==> config.mk <==
export PLATFORM = sky130hd
export DESIGN_NAME = filter_test_harness
export DESIGN_NICKNAME = d
export VERILOG_FILES = /design/src/rtl/filter_test_harness.sv
export SDC_FILE = /design/constraint.sdc
export NUM_CORES = 1
export LEC_CHECK = 0
export BUFFER_PORTS_ARGS = -buffer_cell sky130_fd_sc_hd__buf_4
export CAP_MARGIN = 20
export CORE_ASPECT_RATIO = 1.25
export CORE_MARGIN = 2
export CORE_UTILIZATION = 30
export CTS_CLUSTER_DIAMETER = 150
export CTS_CLUSTER_SIZE = 20
export DETAILED_ROUTE_END_ITERATION = 10
export MAX_ROUTING_LAYER = met4
export SKIP_CTS_REPAIR_TIMING = 1
export SKIP_LAST_GASP = 1
export SLEW_MARGIN = 10
export SYNTH_ARGS = -nofsm -noshare
export SYNTH_HDL_FRONTEND = slang
export SYNTH_SLANG_ARGS = --single-unit
==> constraint.sdc <==
create_clock -name clock -period 2.9 [get_ports clock]
set_clock_uncertainty 0.15 [all_clocks]
set_input_delay 0.29 -clock clock [delete_from_list [all_inputs] [get_ports clock]]
set_output_delay 0.29 -clock clock [all_outputs]
set_load 0.01 [all_outputs]
==> src/rtl/filter_test_harness.sv <==
// Stimulus-and-capture harness for the 12-bit IIR filter bench: emits a ramp with a
// valid strobe, drives constant coefficients, captures the filter output, flags completion.
module filter_test_harness #(
    parameter int            NB           = 12,
    parameter int            N_SAMPLES    = 16,
    parameter logic [NB-1:0] START        = 12'h000,
    parameter logic [NB-1:0] STEP         = 12'h001,
    parameter int            GAP          = 0,
    parameter int            DRAIN_CYCLES = 10,
    parameter logic [NB-1:0] B0           = 12'h0A0,
    parameter logic [NB-1:0] B1           = 12'h140,
    parameter logic [NB-1:0] B2           = 12'h0A0,
    parameter logic [NB-1:0] A1           = 12'hE80,
    parameter logic [NB-1:0] A2           = 12'h0C0
) (
    input  logic            clock,
    input  logic            reset,
    output logic            vOut,
    output logic [NB-1:0]   dOut,
    output logic [3*NB-1:0] b,
    output logic [2*NB-1:0] a,
    input  logic            vIn,
    input  logic [NB-1:0]   dIn,
    output logic [15:0]     rx_count,
    output logic [15:0]     checksum,
    output logic [NB-1:0]   last_sample,
    output logic            end_sim
);

    localparam int GW = (GAP > 0) ? $clog2(GAP + 1) : 1;
    localparam int DW = $clog2(DRAIN_CYCLES + 1);
    localparam logic [GW-1:0] GAP_L   = GW'(GAP);
    localparam logic [DW-1:0] DRAIN_L = DW'(DRAIN_CYCLES);
    localparam logic [15:0]   N_L     = 16'(N_SAMPLES);

    logic            vout_q, vout_d;
    logic [NB-1:0]   dout_q, dout_d;
    logic [15:0]     sent_q, sent_d;
    logic [GW-1:0]   gap_q, gap_d;
    logic [DW-1:0]   drain_q, drain_d;
    logic            end_q, end_d;
    logic [15:0]     rx_q, rx_d;
    logic [15:0]     sum_q, sum_d;
    logic [NB-1:0]   last_q, last_d;

    assign b = {B2, B1, B0};
    assign a = {A2, A1};

    // Source sequencing: emit, idle for GAP cycles, then drain and raise the end flag.
    always_comb begin
        vout_d  = vout_q;
        dout_d  = dout_q;
        sent_d  = sent_q;
        gap_d   = gap_q;
        drain_d = drain_q;
        end_d   = end_q;
        if (sent_q == N_L) begin
            vout_d = 1'b0;
            // The edge that drops vOut after the last sample restarts the drain count.
            if (vout_q) begin
                drain_d = {DW{1'b0}};
            end else if (!end_q) begin
                drain_d = drain_q + DW'(1);
                if (drain_d == DRAIN_L) begin
                    end_d = 1'b1;
                end else begin
                    end_d = end_q;
                end
            end else begin
                drain_d = drain_q;
            end
        end else if (gap_q == {GW{1'b0}}) begin
            vout_d = 1'b1;
            dout_d = (sent_q == 16'd0) ? START : dout_q + STEP;
            sent_d = sent_q + 16'd1;
            gap_d  = GAP_L;
        end else begin
            vout_d = 1'b0;
            gap_d  = gap_q - GW'(1);
        end
    end

    // Sink capture: count (saturating), sum and remember every valid input sample.
    always_comb begin
        rx_d   = rx_q;
        sum_d  = sum_q;
        last_d = last_q;
        if (vIn) begin
            rx_d   = (rx_q == 16'hFFFF) ? rx_q : rx_q + 16'd1;
            sum_d  = sum_q + 16'(dIn);
            last_d = dIn;
        end else begin
            last_d = last_q;
        end
    end

    // State registers with synchronous reset.
    always_ff @(posedge clock) begin
        if (reset) begin
            vout_q  <= 1'b0;
            dout_q  <= {NB{1'b0}};
            sent_q  <= 16'd0;
            gap_q   <= {GW{1'b0}};
            drain_q <= {DW{1'b0}};
            end_q   <= 1'b0;
            rx_q    <= 16'd0;
            sum_q   <= 16'd0;
            last_q  <= {NB{1'b0}};
        end else begin
            vout_q  <= vout_d;
            dout_q  <= dout_d;
            sent_q  <= sent_d;
            gap_q   <= gap_d;
            drain_q <= drain_d;
            end_q   <= end_d;
            rx_q    <= rx_d;
            sum_q   <= sum_d;
            last_q  <= last_d;
        end
    end

    assign vOut        = vout_q;
    assign dOut        = dout_q;
    assign rx_count    = rx_q;
    assign checksum    = sum_q;
    assign last_sample = last_q;
    assign end_sim     = end_q;

endmodule

==> results by stage <==
Synthesis:
- The fraction of the yosys area taken by sequential cells is 35.21%.
- In the synthesized netlist, the cells that appear most often are sky130_fd_sc_hd__dfxtp_1, sky130_fd_sc_hd__nor2_1, sky130_fd_sc_hd__buf_4, sky130_fd_sc_hd__a21oi_1, sky130_fd_sc_hd__nand2_1.
- The most frequently used cell type in the post-synthesis netlist is sky130_fd_sc_hd__dfxtp_1.
- During synthesis, Yosys emitted a total of 0 warnings.
- The synthesized netlist contains 53 unique library cells.
- Each instance of the synthesized netlist takes up on average 8.462 µm².
- The cell count after synthesis came out at 524.
- In this run, synthesis inferred 0 flip-flops with an integrated enable.
- Of all flip-flops after synthesis, the portion carrying an async set or reset was 0%.
- The library cell with the largest summed area after synthesis is sky130_fd_sc_hd__dfxtp_1.
- The most common flop cell mapped by yosys is sky130_fd_sc_hd__dfxtp_1.
- After synthesis the netlist holds a flip-flop and latch count of 78.
- The top cell type by area accounts for 35.21% of the synthesized area.
- The netlist area before placement is 4434 µm².
- Yosys attributes the largest share of cell area to sky130_fd_sc_hd__dfxtp_1, sky130_fd_sc_hd__buf_4, sky130_fd_sc_hd__nor2_1, sky130_fd_sc_hd__ha_1, sky130_fd_sc_hd__xor2_1.

Clocking:
- The later pin in the worst-skew pair is clocked with a latency of 0.34 ns.
- The H-tree was split into 3 levels.
- The clock slew at the register clock pins of the worst setup and hold paths is 0.06 ns.
- Clock tree synthesis selected as its root buffer the cell sky130_fd_sc_hd__clkbuf_16.
- The number of CTS-inserted buffers is 9.
- The TritonCTS clock tree is built.
- Clock tree synthesis found a total of 78 sinks.
- The maximum clock path buffer count is 2.

Setup path:
- The largest stage delay on the critical path is 0.65 ns.
- Traced cell by cell, the critical path runs through inv_1, ha_1, nor4b_1, and4_1, nand2_4, or4_1, a21oi_1.
- The critical-path maximum fanout is 18.
- The data arrival time at the worst-slack endpoint is 2.55 ns.
- The critical path launch point type is a flip-flop.
- The required time of the worst setup path is 3.02 ns.
- The endpoint kind of the worst setup timing path is a flip-flop.
- The slowest stage of the critical path is the sky130_fd_sc_hd__and4_1 cell.
- The critical path in this run is classified as flip-flop to flip-flop.

Drt:
- The final layout contains routed wiring with a total length of 9612 µm.
- The number of antenna-violating nets in the routed design is 0.
- The routed length per placed instance is 12.47 µm.
- Detailed routing inserted a total of 3,644 vias.
- The number of design-rule violations left by the first detailed-router iteration is 161.
- Using the TritonRoute via totals, the vias-per-cell ratio works out to 4.726.
- For this run, the detailed router's first-pass iteration total came to 4.
- The DRC violation count after routing is 0.

STA:
- After routing, the total negative slack on setup checks comes to 0 ns.
- Setup repair after global routing left no endpoint under its margin.
- Headroom to the max-slew limit came out at 57.07%.
- The number of hold violations in the final report came to 0.
- The share of the cycle needed by the critical path after routing is 83.87%.
- Setup violations remaining at the end of the flow were counted as 0.
- For this run, the top clock speed supported by timing is 0.4112 GHz.
- The max-slew violation count is 0.
- The shortest clock period the worst path allows after layout is 2.432 ns.
- The actual slew at the worst max-slew pin is 0.6439 ns.

Placement:
- The total half-perimeter wirelength after legalization and detailed placement is 7077 µm.
- In this run the cell area measured after placement is 4887 µm².
- Routability-driven placement finished with a final weighted congestion of 0.8080.
- In this run the tool buffered the top-level ports with 72 buffer cells.
- The total instance count after detailed placement is 755.

Global route:
- Entering global routing, the biggest net connects 46 pins.
- The number of global-route vias before repair is 3,306.
- The global-route wire length before repair is 15,530 µm.
- Summed over all layers, the global routing overflow is 0.
- The number of antenna violations at the first check in global routing is 0.
- In the global route stage, overall resource usage came out at 12.26%.

Final layout:
- The cell area after layout is 5210 µm².
- The layout cell share with drive strength beyond 1 is 16.53%.
- The synthesis-to-layout area growth is 17.49%.
- The total number of nets in the final design is 622.
- The repair_antennas step left the layout with diodes totalling 0.
- The final standard cell count with taps included and fillers excluded is 771.

Floorplanning:
- The initial standard-cell utilization of the core is 30.78%.
- From left edge to right edge, the die measures 112.7 µm.
- The core area is 14,410 µm².
- The die area is 15,780 µm².
- The number of top-level design ports is 133.
- Row generation in the floorplan step produced 49 rows.
- In this run the vertical extent of the chip is 139.9 µm.

Power and ir drop:
- In this run the static leakage power is 2.188 nW.
- Power spread over the standard cell area amounts to 539.1 nW/µm².
- The highest ir drop seen on vdd is 0.0002252 V.

Run status:
- The flow ran to the end, and the final reports show no timing, DRC or antenna violations.

Flow run:
- Max-cap violations in this run came to 0.

Hold path:
- The type of the tightest min-delay check is input pin to flip-flop.
==> critical path: cells and delay by family, from the launching register on <==
kind            cells  cell delay [ns]
fa+ha+maj           1             0.14
buf+inv             1             0.07
simple gates        4             1.50
compound gates      1             0.14
flops               1             0.35
==> metrics by stage <==
step	util [%]	hold slack [ns]	setup WS [ns]	total power, mW
final	36.16	0.04953	0.4679	2.809
after global routing	36.16	0.04627	0.2534	2.944
after CTS	36.16	0.04259	0.4440	2.841
after detailed placement	33.92	0.3338	0.4761	1.599
after global placement	33.92	0.3274	0.5404	1.592
after floorplan	-	0.2872	0.6446	1.521
==> flip-flops by register name, indices dropped and copies added (netlist names) <==
name         count
last_sample     12
rx_count        16
drain_q          4
dOut            12
sent_q          16
vOut             1
checksum        16
end_sim          1
==> placed cells by master, fill, tap and decap left out, types with 4 or more instances in the layout <==
cell	count
sky130_fd_sc_hd__clkbuf_16	9
sky130_fd_sc_hd__buf_4	74
sky130_fd_sc_hd__nand2_1	27
sky130_fd_sc_hd__inv_1	16
sky130_fd_sc_hd__o211ai_1	7
sky130_fd_sc_hd__a21oi_1	32
sky130_fd_sc_hd__dfxtp_1	78
sky130_fd_sc_hd__and3_1	4
sky130_fd_sc_hd__nor2b_1	6
sky130_fd_sc_hd__o21ai_0	17
sky130_fd_sc_hd__xor2_1	20
sky130_fd_sc_hd__nor3_1	5
sky130_fd_sc_hd__ha_1	18
sky130_fd_sc_hd__and4_1	7
sky130_fd_sc_hd__xnor2_1	16
sky130_fd_sc_hd__nand2b_1	9
sky130_fd_sc_hd__mux2_2	4
sky130_fd_sc_hd__nor2_1	66
sky130_fd_sc_hd__a211oi_1	9
sky130_fd_sc_hd__mux2i_1	16
sky130_fd_sc_hd__nand4_1	13
sky130_fd_sc_hd__conb_1	60
sky130_fd_sc_hd__or3_1	5
sky130_fd_sc_hd__and2_1	5
sky130_fd_sc_hd__nand3_1	21
==> metal layers <==
| metal | vias up | GRT usage, % | share of wire [%] |
|---|---|---|---|
| met1 | 1678 | 14.58 | 44 |
| li1 | 1835 | - | - |
| met2 | 115 | 19.89 | 48 |
| met5 | - | - | 0 |
| met3 | 16 | 2.813 | 5.4 |
| met4 | 0 | 5.199 | 2.1 |
==> path summary, 6_finish.rpt <==
kind / slack [ns] / from / to / cells after the start
setup / recovery: 0.47 / sent_q[0] / drain_q[2] / 7
setup reg to reg: 0.47 / sent_q[0] / drain_q[2] / 7
hold reg to reg: 0.34 / checksum[4] / checksum[4] / 2
hold / removal: 0.05 / dIn[8] / last_sample[8] / 3
==> final cells by class <==
cell class / count / area, µm²
Multi-Input combinational cell: 409 / 2487
Fill cell: 1489 / 9198
Sequential cell: 78 / 1562
Clock inverter: 7 / 97.59
Timing Repair Buffer: 74 / 555.5
Clock buffer: 9 / 225.2
Tap cell: 178 / 222.7
Inverter: 16 / 60.06
==> report_power, final <==
group          leakage (nW)  internal [mW]  switching (mW)
clock network         0.157          0.758           0.474
registers             0.635           1.12          0.0419
logic                  1.40          0.171           0.248
total                  2.19           2.05           0.763
==> logic make-up after synthesis <==
kind of cell | after synthesis | synth area share (%)
compound gates | 90 | 12.87
mux | 20 | 4.627
xor+xnor | 36 | 7.111
buf+inv | 95 | 13.60
simple gates | 184 | 20.88
flops | 78 | 35.21
other cells | 2 | 0.1694
fa+ha+maj | 19 | 5.531
No activity file was read; power rests on OpenSTA's default activity.
